<file path="src/rtl/preproc_seq_if.sv">
`default_nettype none
// ============================================================================
//  Module   : preproc_seq_if
//  Purpose  : Bundles the tick feed, preprocessing-bank drive, snapshot
//             handshake and status signals of preproc_seq_ctrl.
//  Modports : master - feed / bank / strategy side (drives ticks, halt,
//                      snap_ready; observes everything else)
//             slave  - the sequencer itself
//  Options  : PREPROC_SEQ_TIMEOUT_EN adds the snap_drop status line.
//  Revision : 1.0  initial release
// ============================================================================
interface preproc_seq_if #(
  parameter int DATA_WIDTH = 8,
  parameter int CNT_WIDTH  = 8
);
  logic [DATA_WIDTH-1:0] tick_data;
  logic                  tick_valid;
  logic                  tick_ready;
  logic                  halt;
  logic [DATA_WIDTH-1:0] pp_data;
  logic                  pp_enable;
  logic                  pp_rst;
  logic                  snap_valid;
  logic                  snap_ready;
  logic [5:0]            warm_mask;
  logic [CNT_WIDTH-1:0]  sample_count;
  logic                  busy;
`ifdef PREPROC_SEQ_TIMEOUT_EN
  logic                  snap_drop;
`endif

  modport master (
    output tick_data, tick_valid, halt, snap_ready,
    input  tick_ready, pp_data, pp_enable, pp_rst, snap_valid,
           warm_mask, sample_count, busy
`ifdef PREPROC_SEQ_TIMEOUT_EN
    , input snap_drop
`endif
  );

  modport slave (
    input  tick_data, tick_valid, halt, snap_ready,
    output tick_ready, pp_data, pp_enable, pp_rst, snap_valid,
           warm_mask, sample_count, busy
`ifdef PREPROC_SEQ_TIMEOUT_EN
    , output snap_drop
`endif
  );
endinterface
`default_nettype wire

</file>
<file path="src/rtl/preproc_seq_ctrl.sv">
`default_nettype none
// ============================================================================
//  Module   : preproc_seq_ctrl
//  Purpose  : Sequencer in front of the SMA / second-moment preprocessing
//             bank. Accepts one tick at a time, pulses the bank enable for
//             one cycle, waits out the bank latency, then offers a snapshot
//             to the strategy stage. Tracks window warm-up and flushes the
//             bank on halt.
//  Ports    : clk, rst (async, active high)
//             bus (preproc_seq_if.slave):
//               tick_data/tick_valid/tick_ready - feed handshake
//               halt                             - flush request (level)
//               pp_data/pp_enable/pp_rst         - bank drive
//               snap_valid/snap_ready            - snapshot handshake
//               warm_mask, sample_count, busy    - status
//               snap_drop (optional)             - snapshot timeout pulse
//  Options  : PREPROC_SEQ_TIMEOUT_EN - adds SNAP_TIMEOUT and snap_drop; an
//             unanswered snapshot is dropped after SNAP_TIMEOUT cycles.
//  Revision : 1.0  initial release
// ============================================================================
module preproc_seq_ctrl #(
  parameter int DATA_WIDTH   = 8,
  parameter int PP_LATENCY   = 1,
  parameter int FLUSH_CYCLES = 2,
  parameter int CNT_WIDTH    = 8
`ifdef PREPROC_SEQ_TIMEOUT_EN
  ,
  parameter int SNAP_TIMEOUT = 64
`endif
) (
  input logic          clk,
  input logic          rst,
  preproc_seq_if.slave bus
);

  localparam logic [2:0] c_st_idle    = 3'd0;
  localparam logic [2:0] c_st_issue   = 3'd1;
  localparam logic [2:0] c_st_wait    = 3'd2;
  localparam logic [2:0] c_st_present = 3'd3;
  localparam logic [2:0] c_st_flush   = 3'd4;

  localparam logic [3:0]           c_lat_init   = 4'(PP_LATENCY - 1);
  localparam logic [3:0]           c_flush_init = 4'(FLUSH_CYCLES - 1);
  localparam logic [CNT_WIDTH-1:0] c_cnt_max    = CNT_WIDTH'(200);
  localparam int                   c_windows [6] = '{5, 10, 20, 50, 100, 200};

`ifdef PREPROC_SEQ_TIMEOUT_EN
  localparam int                c_to_w    = $clog2(SNAP_TIMEOUT) + 1;
  localparam logic [c_to_w-1:0] c_to_last = c_to_w'(SNAP_TIMEOUT - 1);
`endif

  // Registered state and outputs
  logic [2:0]            r_state;
  logic [3:0]            r_lat_cnt;
  logic [3:0]            r_flush_cnt;
  logic [DATA_WIDTH-1:0] r_pp_data;
  logic                  r_pp_enable;
  logic                  r_pp_rst;
  logic                  r_snap_valid;
  logic [5:0]            r_warm_mask;
  logic [CNT_WIDTH-1:0]  r_sample_count;

  // Next-state / next-output values
  logic [2:0]            w_state_next;
  logic [3:0]            w_lat_cnt_next;
  logic [3:0]            w_flush_cnt_next;
  logic [DATA_WIDTH-1:0] w_pp_data_next;
  logic                  w_pp_enable_next;
  logic                  w_pp_rst_next;
  logic                  w_snap_valid_next;
  logic [5:0]            w_warm_mask_next;
  logic [CNT_WIDTH-1:0]  w_sample_count_next;
  logic                  w_tick_ready;
  logic                  w_accept;

`ifdef PREPROC_SEQ_TIMEOUT_EN
  logic [c_to_w-1:0]     r_to_cnt;
  logic                  r_snap_drop;
  logic [c_to_w-1:0]     w_to_cnt_next;
  logic                  w_snap_drop_next;
  logic                  w_timeout;
`endif

  assign w_tick_ready = (r_state == c_st_idle) && !bus.halt;
  assign w_accept     = w_tick_ready && bus.tick_valid;

`ifdef PREPROC_SEQ_TIMEOUT_EN
  assign w_timeout = (r_state == c_st_present) && !bus.snap_ready &&
                     (r_to_cnt == c_to_last);
`endif

  // --------------------------------------------------------------------------
  // State register (also registers every output and internal counter)
  // --------------------------------------------------------------------------
  always_ff @(posedge clk or posedge rst) begin
    if (rst) begin
      r_state        <= c_st_idle;
      r_lat_cnt      <= '0;
      r_flush_cnt    <= '0;
      r_pp_data      <= '0;
      r_pp_enable    <= 1'b0;
      r_pp_rst       <= 1'b0;
      r_snap_valid   <= 1'b0;
      r_warm_mask    <= '0;
      r_sample_count <= '0;
`ifdef PREPROC_SEQ_TIMEOUT_EN
      r_to_cnt       <= '0;
      r_snap_drop    <= 1'b0;
`endif
    end else begin
      r_state        <= w_state_next;
      r_lat_cnt      <= w_lat_cnt_next;
      r_flush_cnt    <= w_flush_cnt_next;
      r_pp_data      <= w_pp_data_next;
      r_pp_enable    <= w_pp_enable_next;
      r_pp_rst       <= w_pp_rst_next;
      r_snap_valid   <= w_snap_valid_next;
      r_warm_mask    <= w_warm_mask_next;
      r_sample_count <= w_sample_count_next;
`ifdef PREPROC_SEQ_TIMEOUT_EN
      r_to_cnt       <= w_to_cnt_next;
      r_snap_drop    <= w_snap_drop_next;
`endif
    end
  end

  // --------------------------------------------------------------------------
  // Next-state logic. halt overrides everything, including a same-cycle
  // tick handshake and a same-cycle snapshot transfer.
  // --------------------------------------------------------------------------
  always_comb begin
    w_state_next = r_state;
    if (bus.halt) begin
      w_state_next = c_st_flush;
    end else begin
      case (r_state)
        c_st_idle:    if (bus.tick_valid) w_state_next = c_st_issue;
        c_st_issue:   w_state_next = c_st_wait;
        c_st_wait:    if (r_lat_cnt == '0) w_state_next = c_st_present;
        c_st_present: begin
          if (bus.snap_ready) w_state_next = c_st_idle;
`ifdef PREPROC_SEQ_TIMEOUT_EN
          else if (w_timeout) w_state_next = c_st_idle;
`endif
        end
        c_st_flush:   if (r_flush_cnt == '0) w_state_next = c_st_idle;
        default:      w_state_next = c_st_idle;
      endcase
    end
  end

  // --------------------------------------------------------------------------
  // Output logic: outputs are registered, so their next values are decoded
  // from the next state; they are then valid for the whole target state.
  // --------------------------------------------------------------------------
  always_comb begin
    w_pp_data_next    = w_accept ? bus.tick_data : r_pp_data;
    w_pp_enable_next  = (w_state_next == c_st_issue);
    w_snap_valid_next = (w_state_next == c_st_present);
    w_pp_rst_next     = (w_state_next == c_st_flush);

    w_lat_cnt_next = r_lat_cnt;
    if (r_state == c_st_issue)
      w_lat_cnt_next = c_lat_init;
    else if ((r_state == c_st_wait) && (r_lat_cnt != '0))
      w_lat_cnt_next = r_lat_cnt - 4'd1;

    // A held halt keeps reloading, so the flush ends FLUSH_CYCLES after it falls.
    w_flush_cnt_next = r_flush_cnt;
    if (bus.halt)
      w_flush_cnt_next = c_flush_init;
    else if ((r_state == c_st_flush) && (r_flush_cnt != '0))
      w_flush_cnt_next = r_flush_cnt - 4'd1;

    w_sample_count_next = r_sample_count;
    if (w_state_next == c_st_flush)
      w_sample_count_next = '0;
    else if ((r_state == c_st_issue) && (r_sample_count < c_cnt_max))
      w_sample_count_next = r_sample_count + 1'b1;

    // Warm mask trails sample_count by one cycle.
    w_warm_mask_next = '0;
    if (w_state_next != c_st_flush) begin
      for (int i = 0; i < 6; i++)
        w_warm_mask_next[i] = (int'(r_sample_count) >= c_windows[i]);
    end

`ifdef PREPROC_SEQ_TIMEOUT_EN
    // Cleared while waiting so the count starts at zero on PRESENT entry.
    w_to_cnt_next = r_to_cnt;
    if (r_state == c_st_wait)
      w_to_cnt_next = '0;
    else if ((r_state == c_st_present) && !bus.snap_ready && !w_timeout)
      w_to_cnt_next = r_to_cnt + 1'b1;
    w_snap_drop_next = w_timeout && !bus.halt;
`endif
  end

  assign bus.tick_ready   = w_tick_ready;
  assign bus.busy         = (r_state != c_st_idle);
  assign bus.pp_data      = r_pp_data;
  assign bus.pp_enable    = r_pp_enable;
  assign bus.pp_rst       = r_pp_rst;
  assign bus.snap_valid   = r_snap_valid;
  assign bus.warm_mask    = r_warm_mask;
  assign bus.sample_count = r_sample_count;
`ifdef PREPROC_SEQ_TIMEOUT_EN
  assign bus.snap_drop    = r_snap_drop;
`endif

endmodule
`default_nettype wire

</file>
<file path="src/flat_wrapper.sv">
// flat-port wrapper written by rule: the top's interface ports become plain ports
module preproc_seq_ctrl_flat 
#(
  parameter int DATA_WIDTH   = 8,
  parameter int PP_LATENCY   = 1,
  parameter int FLUSH_CYCLES = 2,
  parameter int CNT_WIDTH    = 8

)
  (clk, rst, bus_tick_data, bus_tick_valid, bus_halt, bus_snap_ready, bus_tick_ready, bus_pp_data, bus_pp_enable, bus_pp_rst, bus_snap_valid, bus_warm_mask, bus_sample_count, bus_busy);
  preproc_seq_if #(.DATA_WIDTH(DATA_WIDTH), .CNT_WIDTH(CNT_WIDTH)) bus_i ();
  input logic clk;
  input logic rst;
  input wire logic [$bits(bus_i.tick_data)-1:0] bus_tick_data;
  input wire logic [$bits(bus_i.tick_valid)-1:0] bus_tick_valid;
  input wire logic [$bits(bus_i.halt)-1:0] bus_halt;
  input wire logic [$bits(bus_i.snap_ready)-1:0] bus_snap_ready;
  output wire logic [$bits(bus_i.tick_ready)-1:0] bus_tick_ready;
  output wire logic [$bits(bus_i.pp_data)-1:0] bus_pp_data;
  output wire logic [$bits(bus_i.pp_enable)-1:0] bus_pp_enable;
  output wire logic [$bits(bus_i.pp_rst)-1:0] bus_pp_rst;
  output wire logic [$bits(bus_i.snap_valid)-1:0] bus_snap_valid;
  output wire logic [$bits(bus_i.warm_mask)-1:0] bus_warm_mask;
  output wire logic [$bits(bus_i.sample_count)-1:0] bus_sample_count;
  output wire logic [$bits(bus_i.busy)-1:0] bus_busy;
  assign bus_i.tick_data = bus_tick_data;
  assign bus_i.tick_valid = bus_tick_valid;
  assign bus_i.halt = bus_halt;
  assign bus_i.snap_ready = bus_snap_ready;
  assign bus_tick_ready = bus_i.tick_ready;
  assign bus_pp_data = bus_i.pp_data;
  assign bus_pp_enable = bus_i.pp_enable;
  assign bus_pp_rst = bus_i.pp_rst;
  assign bus_snap_valid = bus_i.snap_valid;
  assign bus_warm_mask = bus_i.warm_mask;
  assign bus_sample_count = bus_i.sample_count;
  assign bus_busy = bus_i.busy;
  preproc_seq_ctrl #(.DATA_WIDTH(DATA_WIDTH), .PP_LATENCY(PP_LATENCY), .FLUSH_CYCLES(FLUSH_CYCLES), .CNT_WIDTH(CNT_WIDTH)) u_core (.clk(clk), .rst(rst), .bus(bus_i));
endmodule
</file>
<file path="config.mk">
export PLATFORM = sky130hd
export DESIGN_NAME = preproc_seq_ctrl_flat
export DESIGN_NICKNAME = d
export VERILOG_FILES = /design/src/rtl/preproc_seq_if.sv /design/src/rtl/preproc_seq_ctrl.sv /design/src/flat_wrapper.sv
export SDC_FILE = /design/constraint.sdc
export NUM_CORES = 1
export LEC_CHECK = 0
export BUFFER_PORTS_ARGS = -buffer_cell sky130_fd_sc_hd__buf_2
export CORE_UTILIZATION = 25
export DETAILED_ROUTE_END_ITERATION = 6
export HOLD_SLACK_MARGIN = 0.15
export MAX_ROUTING_LAYER = met4
export SLEW_MARGIN = 20
export SYNTH_ARGS = -nofsm -noshare
export SYNTH_HDL_FRONTEND = slang
export SYNTH_SLANG_ARGS = --single-unit
</file>
<file path="constraint.sdc">
create_clock -name clk -period 5.45 [get_ports clk]
set_input_delay 0.8175 -clock clk [delete_from_list [all_inputs] [get_ports clk]]
set_output_delay 0.8175 -clock clk [all_outputs]
set_load 0.02 [all_outputs]
</file>
======== Word level (Yosys, flattened, before mapping) ========
Index checks and enable logic that the tools add are counted.
operators by class
  mux-type cells .......................... 13
  reduce and logical (&&, ||, !) cells .... 15
  add/subtract/negate cells ............... 3
  equal/unequal tests ..................... 8
  order comparisons ....................... 7
operator list
  kind                                                               count
  two-way mux 4 bit                                                  4
  two-way mux 8 bit                                                  2
  two-way mux 3 bit                                                  5
  case mux 3 bit (5 select lines)                                    1
  == test 3 x 2 -> 1 bit, second input constant                      3
  adder 8 x 1 -> 8 bit, second input constant                        1
  greater-or-equal comparator 8 x 3 -> 1 bit, second input constant  1
  greater-or-equal comparator 8 x 4 -> 1 bit, second input constant  1
  greater-or-equal comparator 8 x 5 -> 1 bit, second input constant  1
  greater-or-equal comparator 8 x 6 -> 1 bit, second input constant  1
  greater-or-equal comparator 8 x 7 -> 1 bit, second input constant  1
  greater-or-equal comparator 8 bit, second input constant           1
  zero test 4 bit                                                    2
  < comparator 8 bit, second input constant                          1
  nonzero test 4 bit                                                 2
  subtractor 4 x 1 -> 4 bit, second input constant                   2
  == test 3 x 1 -> 1 bit, second input constant                      2
  == test 3 bit, second input constant                               2
  two-way mux 6 bit                                                  1
  nonzero test 2 bit                                                 3
  logical AND 1 bit                                                  5
  zero test 3 bit                                                    1
  inequality test 3 bit, second input constant                       1
  nonzero test 3 bit                                                 1
  zero test 1 bit                                                    1
storage, ports and cells
  input port bits ......................... 13
  register bits after elaboration ......... 36

======== Depth between registers and ports, before layout ========
Gate-level depths: netlist of the first run.
  depth in word-level cells ............... 6
  depth in mapped cells ................... 6
  gate-level depth less buffers ........... 5

======== Worst setup path after synthesis of the first run ========
Ideal clock, no wire load.
  path kind ............................... input port to flip-flop
  from .................................... input bus_halt
  to ...................................... register u_core.r_pp_data[0] (netlist: u_core.bus.pp_data[0])
  arrival time ............................ 2.342 ns
  setup slack ............................. 2.983 ns
  data required time ...................... 5.325 ns
  cell stages on the path ................. 3
  path buffers ............................ 0
  library setup time ...................... 0.125 ns
  cells stage by stage .................... nor4_1 > nand2_1 > mux2_2
on the way
  longest elaborated chain between the ends .. 3
ends and longest elaborated chain
  item                  line                     RTL
  from (decl)           flat_wrapper.sv:16       input wire logic [$bits(bus_i.halt)-1:0] bus_halt;
  zero test 1 bit       preproc_seq_ctrl.sv:84   assign w_tick_ready = (r_state == c_st_idle) && !bus.halt;
  logical AND 1 bit     preproc_seq_ctrl.sv:84
  logical AND 1 bit     preproc_seq_ctrl.sv:85   assign w_accept = w_tick_ready && bus.tick_valid;
  to (signal assigned)  preproc_seq_ctrl.sv:114  r_pp_data <= w_pp_data_next;
  to (decl)             preproc_seq_ctrl.sv:56   logic [DATA_WIDTH-1:0] r_pp_data;
No other way between the ends.
A chain may end at the register's enable or synchronous reset.

======== Worst setup path in the final report of the first run ========
  from .................................... input bus_halt
  to ...................................... output bus_tick_ready
on the way
  longest elaborated chain between the ends .. 2
ends and longest elaborated chain
  item               line                    RTL
  zero test 1 bit    preproc_seq_ctrl.sv:84
  logical AND 1 bit  preproc_seq_ctrl.sv:84
  to (decl)          flat_wrapper.sv:18      output wire logic [$bits(bus_i.tick_ready)-1:0] bus_tick_ready;
No other way between the ends.

==> results of run 1 <==
worst max-delay path: stages:
cell    delay [ns]
buf_2         0.14
nor4_1        0.33
buf_2         0.23
per-stage QoR:
step                      setup slack (ns)  area, sq um
after floorplan                       2.98         1760
after global placement                3.09         2020
after detailed placement              3.09         2020
after CTS                             3.09         2100
after global routing                  3.02         2100
final                                 3.11         2100
state kept, by name, indices dropped and copies added (netlist names):
register	flops
u_core.bus.pp_enable	1
u_core.bus.warm_mask	6
u_core.bus.snap_valid	1
u_core.bus.pp_rst	1
u_core.r_lat_cnt	4
u_core.bus.pp_data	8
u_core.r_flush_cnt	4
u_core.bus.sample_count	8
u_core.r_state	3
cell type report:
type / instances / area share (%)
sequential: 36 / 43.0
clock inverter: 1 / 0.239
inverter: 11 / 1.97
multi-input combinational: 107 / 36.0
clock buffer: 6 / 3.46
tap: 96 / 5.73
timing repair buffer: 40 / 9.67
power by group through the flow:
stage               Sequential [mW]  Clock [mW]  Combinational [mW]
floorplan                     0.393           0               0.135
global placement              0.354           0               0.235
detailed placement            0.355           0               0.240
CTS                           0.350       0.184               0.241
global route                  0.357       0.196               0.266
finish                        0.349       0.176               0.237
metal layers:
layer	part of all wire, %	routed length, um
met3	3.2	115
met1	49	1740
met4	1.2	44
met5	0	0
met2	46	1650
path summary, 6_finish.rpt:
path / start / cells after the start / slack [ns] / end
max: bus_halt / 3 / 3.11 / bus_tick_ready
min reg2reg: u_core.r_lat_cnt[2] / 1 / 0.49 / u_core.r_lat_cnt[2]
min in group asynchronous: rst / 3 / 0.62 / u_core.bus.pp_data[5]
min: u_core.r_lat_cnt[2] / 1 / 0.49 / u_core.r_lat_cnt[2]
max reg2reg: u_core.r_flush_cnt[0] / 5 / 3.45 / u_core.bus.warm_mask[2]
max in group asynchronous: rst / 3 / 4.50 / u_core.bus.sample_count[4]
cells in the final DEF, fill, tap and decap left out, types with 2 or more instances in the layout:
cell type / instances
or3b_2: 2
nor4_1: 2
o21ai_0: 10
clkbuf_8: 5
nand2_1: 5
dfrtp_1: 36
mux2_2: 9
buf_2: 39
mux2i_1: 2
o311ai_0: 3
or3_1: 3
o31ai_1: 5
nand4_1: 2
or4_1: 7
a21oi_1: 19
inv_1: 11
nor3b_1: 3
nand3_1: 7
ha_1: 7
nor3_1: 4
nor2_1: 4
cell families after synthesis:
kind of cell / count (synthesis) / synth area share [%]
multiplexers: 11 / 6.90
flip-flops: 36 / 51.2
AND/OR/NAND/NOR: 45 / 15.6
buffers and inverters: 22 / 5.90
AO/OA/AOI/OAI: 44 / 15.4
adder cells (fa/ha/maj): 7 / 4.98
==> flow_summary_export.csv, run 1 <==
group,metric,value,unit
routing,route.detailed.drc,0,
power,finalPower,0.762,mW
sta,fin_skew,0.00619,ns
clocking,cts_tree,"built",
sta,hold_violations,0,
sta,slew_headroom,47.3,%
routing,routedWlPerCell,11.9,um
yosys,ys_top_cells_by_count,"dfrtp_1, a21oi_1, inv_1",
setup_path,cp.arrival,1.52,ns
floorplanning,die_x,85.9,um
routing,drt_pass1_iterations,4,
floorplanning,die_h,85.9,um
floorplanning,rows,30,
yosys,syn_area,0.00176,sq mm
yosys,ys_seq_area_share,51.2,%
floorplanning,io_pins,40,
layout,drive_gt1_share,30.8,%
clocking,cts_buffers,5,
setup_path,end_kind,"primary output",
setup_path,crit_fanout,8,
run_status,status,"finished clean",
place,dp_hpwl,2460,um
global_routing,grtUsageTotal,10.9,%
clocking,postCtsSetupBuffers,0,
yosys,syn_nets,185,
sta,slew_viol_final,0,
clocking,cts_htree_levels,2,
yosys,synth.area.top_cells,"dfrtp_1, mux2_2, a21oi_1",
layout,fin_util,30.9,%
clocking,clkSlewWorstSetupHoldPaths,0.07,ns
power,clkPwrFrac,23.1,%
layout,area.sequential,901,sq um
power,power.leakage,0.970,nW
setup_path,required,4.63,ns
sta,holdWs,0.491,ns
run,maxCapViolations,0,
floorplanning,dieArea,0.00738,sq mm
clocking,cts_hold_buf,0,
global_routing,grt_util_met3,2.89,%
yosys,synth_cell_types,37,
global_routing,use_met2,16.1,%
global_routing,grt_util_met1,14.0,%
yosys,netlist.area_leader.share,51.2,%
yosys,synth_cells,165,
routing,routed_wl,3540,um
yosys,synth-main-ff-cell,"dfrtp_1",
sta,finalCriticalPeriod,2.34,ns
floorplanning,initial_utilization,25.9,%
routing,vias,1343,
power,p_int,0.499,mW
routing,initialDrtViolationCount,82,
layout,final_cells,297,
sta,period_share,42.9,%
routing,viasPerCell,4.52,
yosys,ys_ff_latch,36,
clocking,cts-root-buf,"clkbuf_8",
layout,final_nets,221,
power,pwr-share-seq,45.8,%
layout,fillers,711,
sta,grt_setup_unrepaired,"no",
yosys,synth_edf_count,0,
routing,ant_nets,0,
layout,multi_input_area,754,sq um
clocking,clockBufferDepth,2,
power,p_per_area,364,mW/mm^2
sta,fin_tns_setup,0,ns
global_routing,first_global_vias,1274,
global_routing,grt_overflow_total,0,
sta,setup_viol,0,
global_routing,top_usage_layer,"met2",
floorplanning,coreArea,0.00679,sq mm
global_routing,grt_pass1_wl,6100,um
power,sw_frac_of_total,34.5,%
layout,syn2layout_area_growth,19.2,%
setup_path,path_class,"in2out",
power,pwr-share-comb,31.1,%
place,dp.cells,290,
place,io_buffers,39,
clocking,cts_resized,0,
place,gp_congestion,0.731,
yosys,syn_area_per_cell,10.7,sq um
sta,fmaxAchievable,427,MHz
clocking,clkSinkCount,36,
clocking,clock_latency,0.28,ns
global_routing,antenna_found_initial,0,
power,power.switching,0.263,mW
yosys,yosys.area.top_type,"dfrtp_1",
yosys,synth.yosys.warnings,0,
min_path,holdCritPathClass,"reg2reg",
layout,diodes,0,
yosys,ys_async_sr_fraction,100,%
global_routing,grt_max_degree,37,
sta,worst_pin_slew,0.789,ns
yosys,synth_most_common_cell,"dfrtp_1",
setup_path,cp-start-kind,"input pin",
power,vdd_ir_drop_max,108,uV
No activity file was read; power rests on OpenSTA's default activity.
==> inputs of run 2 (changes only) <==
clock period = 2.21 ns   (was 5.45 ns; I/O delays follow)
==> flow_summary_export.csv, run 2 (synthesized netlist as in run 1, its figures left out) <==
group,metric,value,unit
layout,diodes,0,
floorplanning,coreArea,0.00679,sq mm
floorplanning,die_x,85.9,um
setup_path,required,1.88,ns
run,maxCapViolations,0,
routing,route.detailed.drc,0,
sta,period_share,82.1,%
place,pre_cts_ws,0.346,ns
floorplanning,rows,30,
sta,slew_headroom,52.5,%
routing,wl_met1,1700,um
routing,viasPerCell,4.54,
routing,routedWlPerCell,12.2,um
floorplanning,dieArea,0.00738,sq mm
sta,finalCriticalPeriod,1.81,ns
layout,layout_common_cells,"buf_2, dfrtp_1, a21oi_1",
setup_path,crit_fanout,11,
power,p_per_area,953,mW/mm^2
routing,ant_nets,0,
setup_path,cp-start-kind,"flip-flop",
sta,hold_violations,0,
routing,initialDrtViolationCount,52,
min_path,hold_depth,2,
routing,drt_pass1_iterations,6,
clocking,clkSlewWorstSetupHoldPaths,0.07,ns
setup_path,path_class,"reg2out",
sta,fin_skew,0.00674,ns
clocking,postCtsSetupBuffers,0,
place,dp_hpwl,2520,um
clocking,cts_buffers,5,
setup_path,r2r-start,"u_core.r_state[1]",
clocking,cts_tree,"built",
layout,drive_gt1_share,32.2,%
routing,vias,1368,
global_routing,grt_max_degree,37,
setup_path,end_kind,"primary output",
floorplanning,io_pins,40,
min_path,hp-start,"bus_snap_ready",
global_routing,antenna_found_initial,0,
routing,routed_wl,3670,um
min_path,holdCritPathClass,"in2reg",
sta,worst_pin_slew,0.703,ns
global_routing,grt_pass1_wl,5910,um
floorplanning,initial_utilization,25.9,%
sta,slew_viol_final,0,
sta,fin_tns_setup,0,ns
global_routing,grtUsageTotal,10.8,%
clocking,cts_htree_levels,2,
run_status,status,"finished clean",
place,gp_congestion,0.730,
clocking,clock_latency,0.29,ns
routing,route.met3.wl,134,um
place,io_buffers,39,
layout,final_nets,224,
setup_path,cp.arrival,1.48,ns
layout,final_common_cell,"buf_2",
sta,setup_viol,0,
setup_path,crit_start,"u_core.r_state[1]",
power,finalPower,2.05,mW
power,vdd_ir_drop_max,247,uV
power,power.leakage,0.997,nW
layout,syn2layout_area_growth,22.5,%
clocking,clkSinkCount,36,
clocking,clockBufferDepth,2,
routing,highest_layer,"met4",
sta,grt_setup_unrepaired,"no",
sta,fmaxAchievable,551,MHz
clocking,cts-root-buf,"clkbuf_8",
global_routing,grt_overflow_total,0,
sta,holdWs,0.238,ns
setup_path,r2r_cells,3,
floorplanning,die_h,85.9,um
sta,finalWorstSetupSlack,0.396,ns
global_routing,first_global_vias,1195,
routing,wl_met2,1800,um
-- run 2: final cells by class --
type / instances / area, sq um
timing repair buffer: 43 / 228
sequential: 36 / 901
clock inverter: 3 / 42.5
tap: 96 / 120
multi-input combinational: 107 / 754
clock buffer: 5 / 68.8
inverter: 11 / 41.3
fill: 711 / 4640
-- run 2: stage by stage --
stage,instance area (sq um),cells,utilization (%)
detailed placement,2030,292,29.9
floorplan,1760,165,-
global placement,2030,292,29.9
CTS,2160,301,31.7
finish,2160,301,31.7
global route,2160,301,31.7
-- run 2: final timing paths --
| check | slack (ns) | end |
|---|---|---|
| max in group asynchronous | 1.20 | u_core.r_lat_cnt[0] |
| max reg2reg | 0.40 | u_core.bus.pp_data[6] |
| min reg2reg | 0.47 | u_core.r_lat_cnt[3] |
| min in group asynchronous | 0.70 | u_core.bus.pp_data[1] |
| min | 0.24 | u_core.r_state[1] |
| max | 0.40 | bus_tick_ready |
-- run 2: layer usage --
| layer | vias up | track usage, % |
|---|---|---|
| met5 | - | - |
| met4 | 0 | 4.09 |
| met3 | 4 | 3.75 |
| met2 | 23 | 15.4 |
| met1 | 670 | 13.9 |
| li1 | 671 | - |
-- run 2: critical path, cell delays in order, from the launching register on --
cell	delay, ns
dfrtp_1	0.48
nor4_1	0.47
buf_2	0.25
-- run 2: timing repair --
action	in CTS	in global routing
hold buffers	1	0
endpoints found under the setup margin	0	0
gates resized for setup	0	0
endpoints found under the hold margin	28	0
-- run 2: where the power goes --
group / total, mW / internal (mW) / switching, mW
logic: 0.617 / 0.256 / 0.361
registers: 0.865 / 0.785 / 0.0793
clock network: 0.574 / 0.334 / 0.240
==> inputs of run 3 (changes only) <==
clock period = 1.9 ns   (was 2.21 ns; I/O delays follow)
==> flow_summary_export.csv, run 3 (synthesized netlist as in run 1, its figures left out) <==
group,metric,value,unit
clocking,cts_buffers,5,
sta,setup_viol,0,
power,power.leakage,1.04,nW
setup_path,path_class,"reg2reg",
layout,final_common_cell,"buf_2",
sta,slew_viol_final,0,
place,dp_hpwl,2600,um
floorplanning,dieArea,0.00738,sq mm
min_path,holdCritPathClass,"in2reg",
setup_path,slowest_stage,"or3b_1",
layout,fin_util,32.7,%
layout,final_nets,230,
setup_path,crit_fanout,11,
floorplanning,initial_utilization,25.9,%
global_routing,grt_pass1_wl,5980,um
sta,grt_setup_unrepaired,"no",
clocking,cts_htree_levels,2,
sta,fmaxAchievable,563,MHz
run_status,status,"finished clean",
setup_path,cpLargestDelayFamily,"simple AND/OR/NAND/NOR gates",
sta,finalCriticalPeriod,1.78,ns
floorplanning,die_h,85.9,um
layout,drive_gt1_share,34.6,%
place,gp_congestion,0.738,
layout,diodes,0,
routing,vias,1378,
clocking,cts_tree,"built",
floorplanning,coreArea,0.00679,sq mm
setup_path,crit_chain,"or3b_1 > o21ai_0 > or3b_2",
power,vdd_ir_drop_max,392,uV
global_routing,first_global_vias,1270,
routing,routedWlPerCell,11.7,um
clocking,clockBufferDepth,2,
global_routing,grt_max_degree,37,
sta,period_share,93.5,%
floorplanning,die_x,85.9,um
sta,fin_skew,0.00627,ns
layout,layout_common_cells,"buf_2, dfrtp_1, a21oi_1",
routing,initialDrtViolationCount,38,
global_routing,grtUsageTotal,10.7,%
place,io_buffers,39,
routing,ant_nets,0,
setup_path,end_kind,"flip-flop",
clocking,clkSlewWorstSetupHoldPaths,0.07,ns
global_routing,antenna_found_initial,0,
layout,multi_input_area,761,sq um
global_routing,grt_overflow_total,0,
floorplanning,io_pins,40,
clocking,cts_resized,0,
floorplanning,rows,30,
setup_path,crit_buf_inv,0,
power,p_per_area,1110,mW/mm^2
sta,fin_tns_setup,0,ns
clocking,clock_latency,0.28,ns
layout,area.sequential,901,sq um
routing,routed_wl,3600,um
run,maxCapViolations,0,
setup_path,required,2.06,ns
layout,fillers,728,
sta,worst_pin_slew,0.498,ns
setup_path,cp-start-kind,"flip-flop",
setup_path,cp_slowest_stage_delay,0.54,ns
setup_path,cp.arrival,1.93,ns
routing,drt_pass1_iterations,4,
clocking,cts-root-buf,"clkbuf_8",
sta,hold_violations,0,
layout,syn2layout_area_growth,26.3,%
clocking,postCtsSetupBuffers,0,
clocking,clkSinkCount,36,
routing,route.detailed.drc,0,
sta,slew_headroom,66.8,%
routing,viasPerCell,4.49,
[run 3: cell count changes in the layout (fill, tap and decap cells not counted), sizes merged]
cell and change:
buf +6, clkinvlp -1, clkbuf +2, clkinv -1
[run 3: repair_timing]
action / in CTS / in global routing
hold buffers: 1 / 0
setup endpoints to repair: 0 / 0
endpoints found under the hold margin: 36 / 0
[run 3: worst reg2reg max path: cells and delay by family, from the launching register on]
family,cells,cell delay (ns)
and+or+nand+nor,2,1.00
AOI/OAI and AO/OA,1,0.18
DFF,1,0.48
[run 3: layout make-up]
class,instances,area share [%]
multi-input cells,107,34.2
well taps,96,5.41
flip-flops and latches,36,40.5
clock inverters,1,1.35
inverters,11,1.86
repair buffers,49,12.3
clock buffers,7,4.34
[run 3: path summary, 6_finish.rpt]
kind / from / end / slack (ns) / cells past startpoint
max in group asynchronous: rst / u_core.bus.pp_data[3] / 0.93 / 4
hold reg to reg: u_core.r_lat_cnt[3] / u_core.r_lat_cnt[3] / 0.48 / 1
setup / recovery: u_core.r_state[1] / u_core.r_flush_cnt[0] / 0.12 / 3
min in group asynchronous: rst / u_core.bus.pp_data[0] / 0.65 / 4
hold / removal: bus_snap_ready / u_core.r_state[1] / 0.21 / 2
setup reg to reg: u_core.r_state[1] / u_core.r_flush_cnt[0] / 0.12 / 3
[run 3: through the flow]
| stage | area [sq um] | worst slack (ns) | std cells | hold slack (ns) | total power [mW] |
|---|---|---|---|---|---|
| finish | 2220 | 0.124 | 307 | 0.207 | 2.47 |
| floorplan | 1770 | 0.0922 | 165 | 0.348 | 1.52 |
| detailed placement | 2090 | 0.128 | 298 | 0.421 | 1.76 |
| global placement | 2090 | 0.172 | 298 | 0.423 | 1.74 |
| global route | 2220 | 0.0223 | 307 | 0.206 | 2.64 |
| CTS | 2220 | 0.116 | 307 | 0.195 | 2.51 |
[run 3: per-layer routing]
layer  share of wire [%]  up-vias  track usage, %
met5                   0        -               -
met4                 1.8        0            3.79
met3                 5.1        6            3.66
met2                  47       30            16.8
met1                  46      655            12.9
li1                    -      687               -
[run 3: power breakdown]
part           internal [mW]  leakage (nW)  switching [mW]
logic                  0.313         0.499           0.420
clock network          0.463        0.0645           0.274
registers              0.913         0.475          0.0882
